File: src/rtl/vga_board_renderer.sv
// Board renderer: draws a ROWS x COLS cell board with a cursor outline from the VGA sync counters.
// Latency: 2 clocks from h_count/v_count/syncs to red/green/blue/hsync_out/vsync_out.
// No backpressure: free-running pixel pipeline. Optional cursor blink via `CURSOR_BLINK_EN.
module vga_board_renderer #(
  parameter int GRID_X0   = 160,
  parameter int GRID_Y0   = 80,
  parameter int CELL_LOG2 = 6,
  parameter int COLS      = 3,
  parameter int ROWS      = 3
`ifdef CURSOR_BLINK_EN
  , parameter int BLINK_FRAMES = 30
`endif
) (
  input  logic       clock,
  input  logic       reset,
  input  logic [9:0] h_count,
  input  logic [9:0] v_count,
  input  logic       vid_on,
  input  logic       hsync_in,
  input  logic       vsync_in,
  input  logic       wr_en,
  input  logic [2:0] wr_col,
  input  logic [2:0] wr_row,
  input  logic [1:0] wr_data,
  input  logic [2:0] cur_col,
  input  logic [2:0] cur_row,
  output logic       hsync_out,
  output logic       vsync_out,
  output logic [7:0] red,
  output logic [7:0] green,
  output logic [7:0] blue
);

  localparam int GRID_W = COLS << CELL_LOG2;
  localparam int GRID_H = ROWS << CELL_LOG2;

  // ---------------- stage 1: position decode ----------------
  logic signed [10:0] dx, dy;
  logic [2:0] col_d, row_d, col_q, row_q;
  logic       in_grid_d, edge_d;
  logic       in_grid_q, edge_q, vid_q, hs1_q, vs1_q;

  assign dx = $signed({1'b0, h_count}) - 11'(GRID_X0);
  assign dy = $signed({1'b0, v_count}) - 11'(GRID_Y0);

  assign in_grid_d = !dx[10] && !dy[10] && (dx < 11'(GRID_W)) && (dy < 11'(GRID_H));
  assign col_d     = dx[CELL_LOG2+2:CELL_LOG2];
  assign row_d     = dy[CELL_LOG2+2:CELL_LOG2];
  // A pixel on the first or last line/column of a cell is part of the cell outline.
  assign edge_d    = (dx[CELL_LOG2-1:0] == '0) || (dx[CELL_LOG2-1:0] == '1) ||
                     (dy[CELL_LOG2-1:0] == '0) || (dy[CELL_LOG2-1:0] == '1);

  // Stage-1 pipeline register; syncs idle high through reset.
  always_ff @(posedge clock or posedge reset) begin
    if (reset) begin
      col_q     <= '0;
      row_q     <= '0;
      in_grid_q <= 1'b0;
      edge_q    <= 1'b0;
      vid_q     <= 1'b0;
      hs1_q     <= 1'b1;
      vs1_q     <= 1'b1;
    end else begin
      col_q     <= col_d;
      row_q     <= row_d;
      in_grid_q <= in_grid_d;
      edge_q    <= edge_d;
      vid_q     <= vid_on;
      hs1_q     <= hsync_in;
      vs1_q     <= vsync_in;
    end
  end

  // ---------------- cell register file ----------------
  logic [1:0] cell_q [ROWS][COLS];

  // Game-logic writes; out-of-range coordinates match no cell and are dropped.
  always_ff @(posedge clock or posedge reset) begin
    if (reset) begin
      for (int r = 0; r < ROWS; r++)
        for (int c = 0; c < COLS; c++)
          cell_q[r][c] <= 2'd0;
    end else if (wr_en) begin
      for (int r = 0; r < ROWS; r++)
        for (int c = 0; c < COLS; c++)
          if (wr_row == 3'(r) && wr_col == 3'(c))
            cell_q[r][c] <= wr_data;
    end
  end

  // Stage-2 read of the cell under the pixel; sees the pre-write value on a same-cycle write.
  logic [1:0] cell_rd;
  always_comb begin
    cell_rd = 2'd0;
    for (int r = 0; r < ROWS; r++)
      for (int c = 0; c < COLS; c++)
        if (row_q == 3'(r) && col_q == 3'(c))
          cell_rd = cell_q[r][c];
  end

  // ---------------- cursor blink ----------------
  logic cursor_vis;
`ifdef CURSOR_BLINK_EN
  localparam int FW = (BLINK_FRAMES > 1) ? $clog2(BLINK_FRAMES) : 1;
  logic [FW-1:0] frame_d, frame_q;
  logic          phase_d, phase_q;
  logic          frame_end;

  assign frame_end = (h_count == 10'd799) && (v_count == 10'd524);

  // Count frame ends; toggle the blink phase every BLINK_FRAMES frames.
  always_comb begin
    frame_d = frame_q;
    phase_d = phase_q;
    if (frame_end) begin
      if (frame_q == FW'(BLINK_FRAMES - 1)) begin
        frame_d = '0;
        phase_d = !phase_q;
      end else begin
        frame_d = frame_q + 1'b1;
      end
    end
  end

  // Blink state register; starts in the visible phase.
  always_ff @(posedge clock or posedge reset) begin
    if (reset) begin
      frame_q <= '0;
      phase_q <= 1'b1;
    end else begin
      frame_q <= frame_d;
      phase_q <= phase_d;
    end
  end

  assign cursor_vis = phase_q;
`else
  assign cursor_vis = 1'b1;
`endif

  // ---------------- stage 2: colour select ----------------
  logic        cursor_hit;
  logic [23:0] rgb_d, rgb_q;
  logic        hs2_q, vs2_q;

  // col_q/row_q are always in range inside the grid, so an out-of-range cursor never matches.
  assign cursor_hit = (col_q == cur_col) && (row_q == cur_row);

  // Colour priority: blanking, off-board, cursor outline, cell outline, cell fill.
  always_comb begin
    rgb_d = 24'h000000;
    if (vid_q && in_grid_q) begin
      if (edge_q && cursor_hit && cursor_vis) begin
        rgb_d = 24'hFFFF00;
      end else if (edge_q) begin
        rgb_d = 24'hFFFFFF;
      end else begin
        case (cell_rd)
          2'd0:    rgb_d = 24'h202020;
          2'd1:    rgb_d = 24'hFF0000;
          2'd2:    rgb_d = 24'h0000FF;
          default: rgb_d = 24'h00FF00;
        endcase
      end
    end
  end

  // Stage-2 output register; syncs delayed to stay aligned with RGB.
  always_ff @(posedge clock or posedge reset) begin
    if (reset) begin
      rgb_q <= 24'h000000;
      hs2_q <= 1'b1;
      vs2_q <= 1'b1;
    end else begin
      rgb_q <= rgb_d;
      hs2_q <= hs1_q;
      vs2_q <= vs1_q;
    end
  end

  assign red       = rgb_q[23:16];
  assign green     = rgb_q[15:8];
  assign blue      = rgb_q[7:0];
  assign hsync_out = hs2_q;
  assign vsync_out = vs2_q;

endmodule

File: config.mk
export PLATFORM = sky130hd
export DESIGN_NAME = vga_board_renderer
export DESIGN_NICKNAME = d
export VERILOG_FILES = /design/src/rtl/vga_board_renderer.sv
export SDC_FILE = /design/constraint.sdc
export NUM_CORES = 1
export LEC_CHECK = 0
export ABC_AREA = 1
export BUFFER_PORTS_ARGS = -buffer_cell sky130_fd_sc_hd__buf_2
export CAP_MARGIN = 20
export CORE_UTILIZATION = 50
export DETAILED_ROUTE_END_ITERATION = 6
export PLACE_DENSITY_LB_ADDON = 0.3
export SETUP_SLACK_MARGIN = 0.2
export SYNTH_ARGS = -nofsm -noshare
export SYNTH_HDL_FRONTEND = slang
export SYNTH_SLANG_ARGS = --single-unit
export TNS_END_PERCENT = 20
File: constraint.sdc
create_clock -name clock -period 2.2 [get_ports clock]
set_input_delay 0.22 -clock clock [delete_from_list [all_inputs] [get_ports clock]]
set_output_delay 0.22 -clock clock [all_outputs]
set_load 0.01 [all_outputs]
==> reports/metrics.yaml <==
outcome: "finished, final reports clean"
synth_cell_type_count: 29
crit_fanout: 5
synthesis.nets: 282
hp-class: "input pin to asynchronous set/reset pin"
pwr_density_cell_nw_per_um2: 613.2
synthFlopType: "dfrtp_1"
grt_pass1_wl_um: 6458
drtIter0Drc: 100
relSlewSlack_pct: 66.01
ys_seq_area_share_pct: 47.21
rows: 22
drt-vias-per-instance: 4.994
cts.reportedPaths.clkPinSlew_ns: 0.07
drt-met1-wl_um: 1655
synth-edff-count: 0
grt_overflow: 0
grt_max_degree: 38
root_buffer: "clkbuf_8"
num_antenna_cells: 0
die_area_um2: 4199
die_x_um: 64.80
fin_crit_sh_pct: 82.52
tightest_slew_ns: 0.5028
critical_path_required_ns: 2.37
numCtsBuffers: 5
final_common_cell: "buf_2"
timing.fmax_mhz: 550.8
crit_chain: "inv_2, nand2_1, nor2_4, nand3_1, nand3_1, o21ai_1, nand4_1, nand2_1, nand2_1, o21ai_1, ha_2, o21bai_1, a21oi_1"
slew_violations: 0
grt_pass1_vias: 1539
fin_setup_tns_ns: 0
layout-drive-gt1-share_pct: 32.65
post-route-util_pct: 62.73
vdd_drop_max_mv: 0.4516
place_congestion: 0.8143
max_stage_delay_ns: 0.40
dr_wl_met3_um: 196
area_delta_synth_final_pct: 18.21
fin_nets: 338
fp.coreArea_um2: 3716
finalHoldViolations: 0
avgSynthCellArea_um2: 8.320
cap_violations: 0
clockBufferDepth: 2
finalCriticalPeriod_ns: 1.815
routed_wl_um: 3755
crit_path_end_kind: "flip-flop"
final.setup_skew_ns: 0.003399
hold_buffers: 0
dr_wl_met2_um: 1855
ys_seq_elements: 37
via_count: 1708
drc_errors: 0
reg2reg_setup_slack_ns: 0.38
dp_hpwl_um: 2991
cpLargestDelayFamily: "simple AND/OR/NAND/NOR gates"
setup_viol: 0
cts_tree: "yes"
async_reset_ff_share_pct: 100.0
die_y_um: 64.80
crit_path_start_kind: "flip-flop"
antenna_found_initial: 0
fin_hold_ws_ns: 0.02463
rsz0062_at_grt: "no"
ios: 66
clock-sinks: 37
power_leakage_nw: 1.223
yosysWarnings: 0
portBuffers: 65
routed.top_layer: "met4"
start_util_pct: 53.06
path_buf_inv: 1
crit_top_cell: "nand2_1"
dr.pass1.iters: 4
insertion_delay_ns: 0.28
final_cell_mix: "buf_2 (65), nand2_1 (52), dfrtp_1 (33)"
syn_inst: 237
syn_area_um2: 1972
crit_type: "flip-flop to flip-flop"
worst_path_max_delay_cell: "dfrtp_1"
fillers: 334
grt_usage_pct: 20.42
worstPathArrival_ns: 1.99
antenna_left: 0
cts_max_level: 2
wl_per_cell_um: 10.98
[timing repair]
action | in CTS | in global routing
resized for setup | 0 | 9
setup endpoints to repair | 0 | 3
setup buffers | 0 | 1
[cell type report]
cell class              count  area (µm²)  share of cell area [%]
clock buffers               6       72.57                   3.113
clock inverters             2       10.01                  0.4294
inverters                  27       101.3                   4.348
multi-input cells         155       815.8                   35.00
flip-flops and latches     37       930.9                   39.94
well taps                  48       60.06                   2.576
repair buffers             67       340.3                   14.60
[sequential cells by signal, indices dropped and copies added (netlist names)]
name       count
col_q          3
vsync_out      1
rgb_q          6
hsync_out      1
hs1_q          1
row_q          3
vs1_q          1
vid_q          1
edge_q         1
in_grid_q      1
cell_q        18
[worst reg2reg max path: cells and delay by family, from the launching register on]
family	cells	cell delay, ns
AND/OR/NAND/NOR	7	0.62
flip-flops	1	0.40
AO/OA/AOI/OAI	4	0.38
adder cells (fa/ha/maj)	1	0.20
buffers and inverters	1	0.08
[where the power goes]
group | switching [mW] | internal, mW | total (mW) | leakage (nW)
logic | 0.119 | 0.0848 | 0.204 | 0.703
registers | 0.0410 | 0.744 | 0.785 | 0.475
clock network | 0.221 | 0.219 | 0.440 | 0.0450
[synthesized netlist by cell type (4+ instances only)]
master   instances  share of area (%)
nand4_1          5                1.6
nand2_1         52                9.9
nor3_1           5                1.3
o21ai_0         25                6.3
ha_1             5                3.2
nand3_1          7                1.8
dfstp_2          4                5.3
a21oi_1          7                1.8
buf_4           18                6.9
inv_1           26                4.9
nor4_1           4                1.3
dfrtp_1         33                 42
nor2_1          23                4.4
[metrics by stage]
stage / setup slack (ns) / instance area (µm²) / instances / power [mW]
finish: 0.3846 / 2331 / 342 / 1.429
global route: 0.1857 / 2331 / 342 / 1.526
CTS: 0.2904 / 2312 / 341 / 1.438
detailed placement: 0.3182 / 2230 / 333 / 0.9968
global placement: 0.4115 / 2230 / 333 / 0.9881
floorplan: 0.5324 / 1972 / 237 / 0.9113
[per-layer routing]
layer / vias to the layer above / GRT usage [%]
li1: 869 / -
met1: 778 / 25.23
met2: 54 / 32.94
met3: 7 / 6.162
met4: 0 / 8.611
met5: - / 0
[worst paths after layout]
kind,start,to,cells after the start
hold reg to reg,vs1_q$_DFF_PP1_,vsync_out$_DFF_PP1_,0
setup / recovery,row_q[0]$_DFF_PP0_,rgb_q[21]$_DFF_PP0_,13
max in group asynchronous,reset,hs1_q$_DFF_PP1_,3
setup reg to reg,row_q[0]$_DFF_PP0_,rgb_q[21]$_DFF_PP0_,13
hold / removal,reset,cell_q[1]$_DFFE_PP0P_,3
min in group clock,vsync_in,vs1_q$_DFF_PP1_,1
[kinds of logic after synthesis]
logic type      synth area share [%]
compound gates                 10.53
xor+xnor                       1.777
fa+ha+maj                      3.173
buf+inv                        11.99
flops                          47.21
simple gates                   25.32
Power figures use the tool's default switching activity.
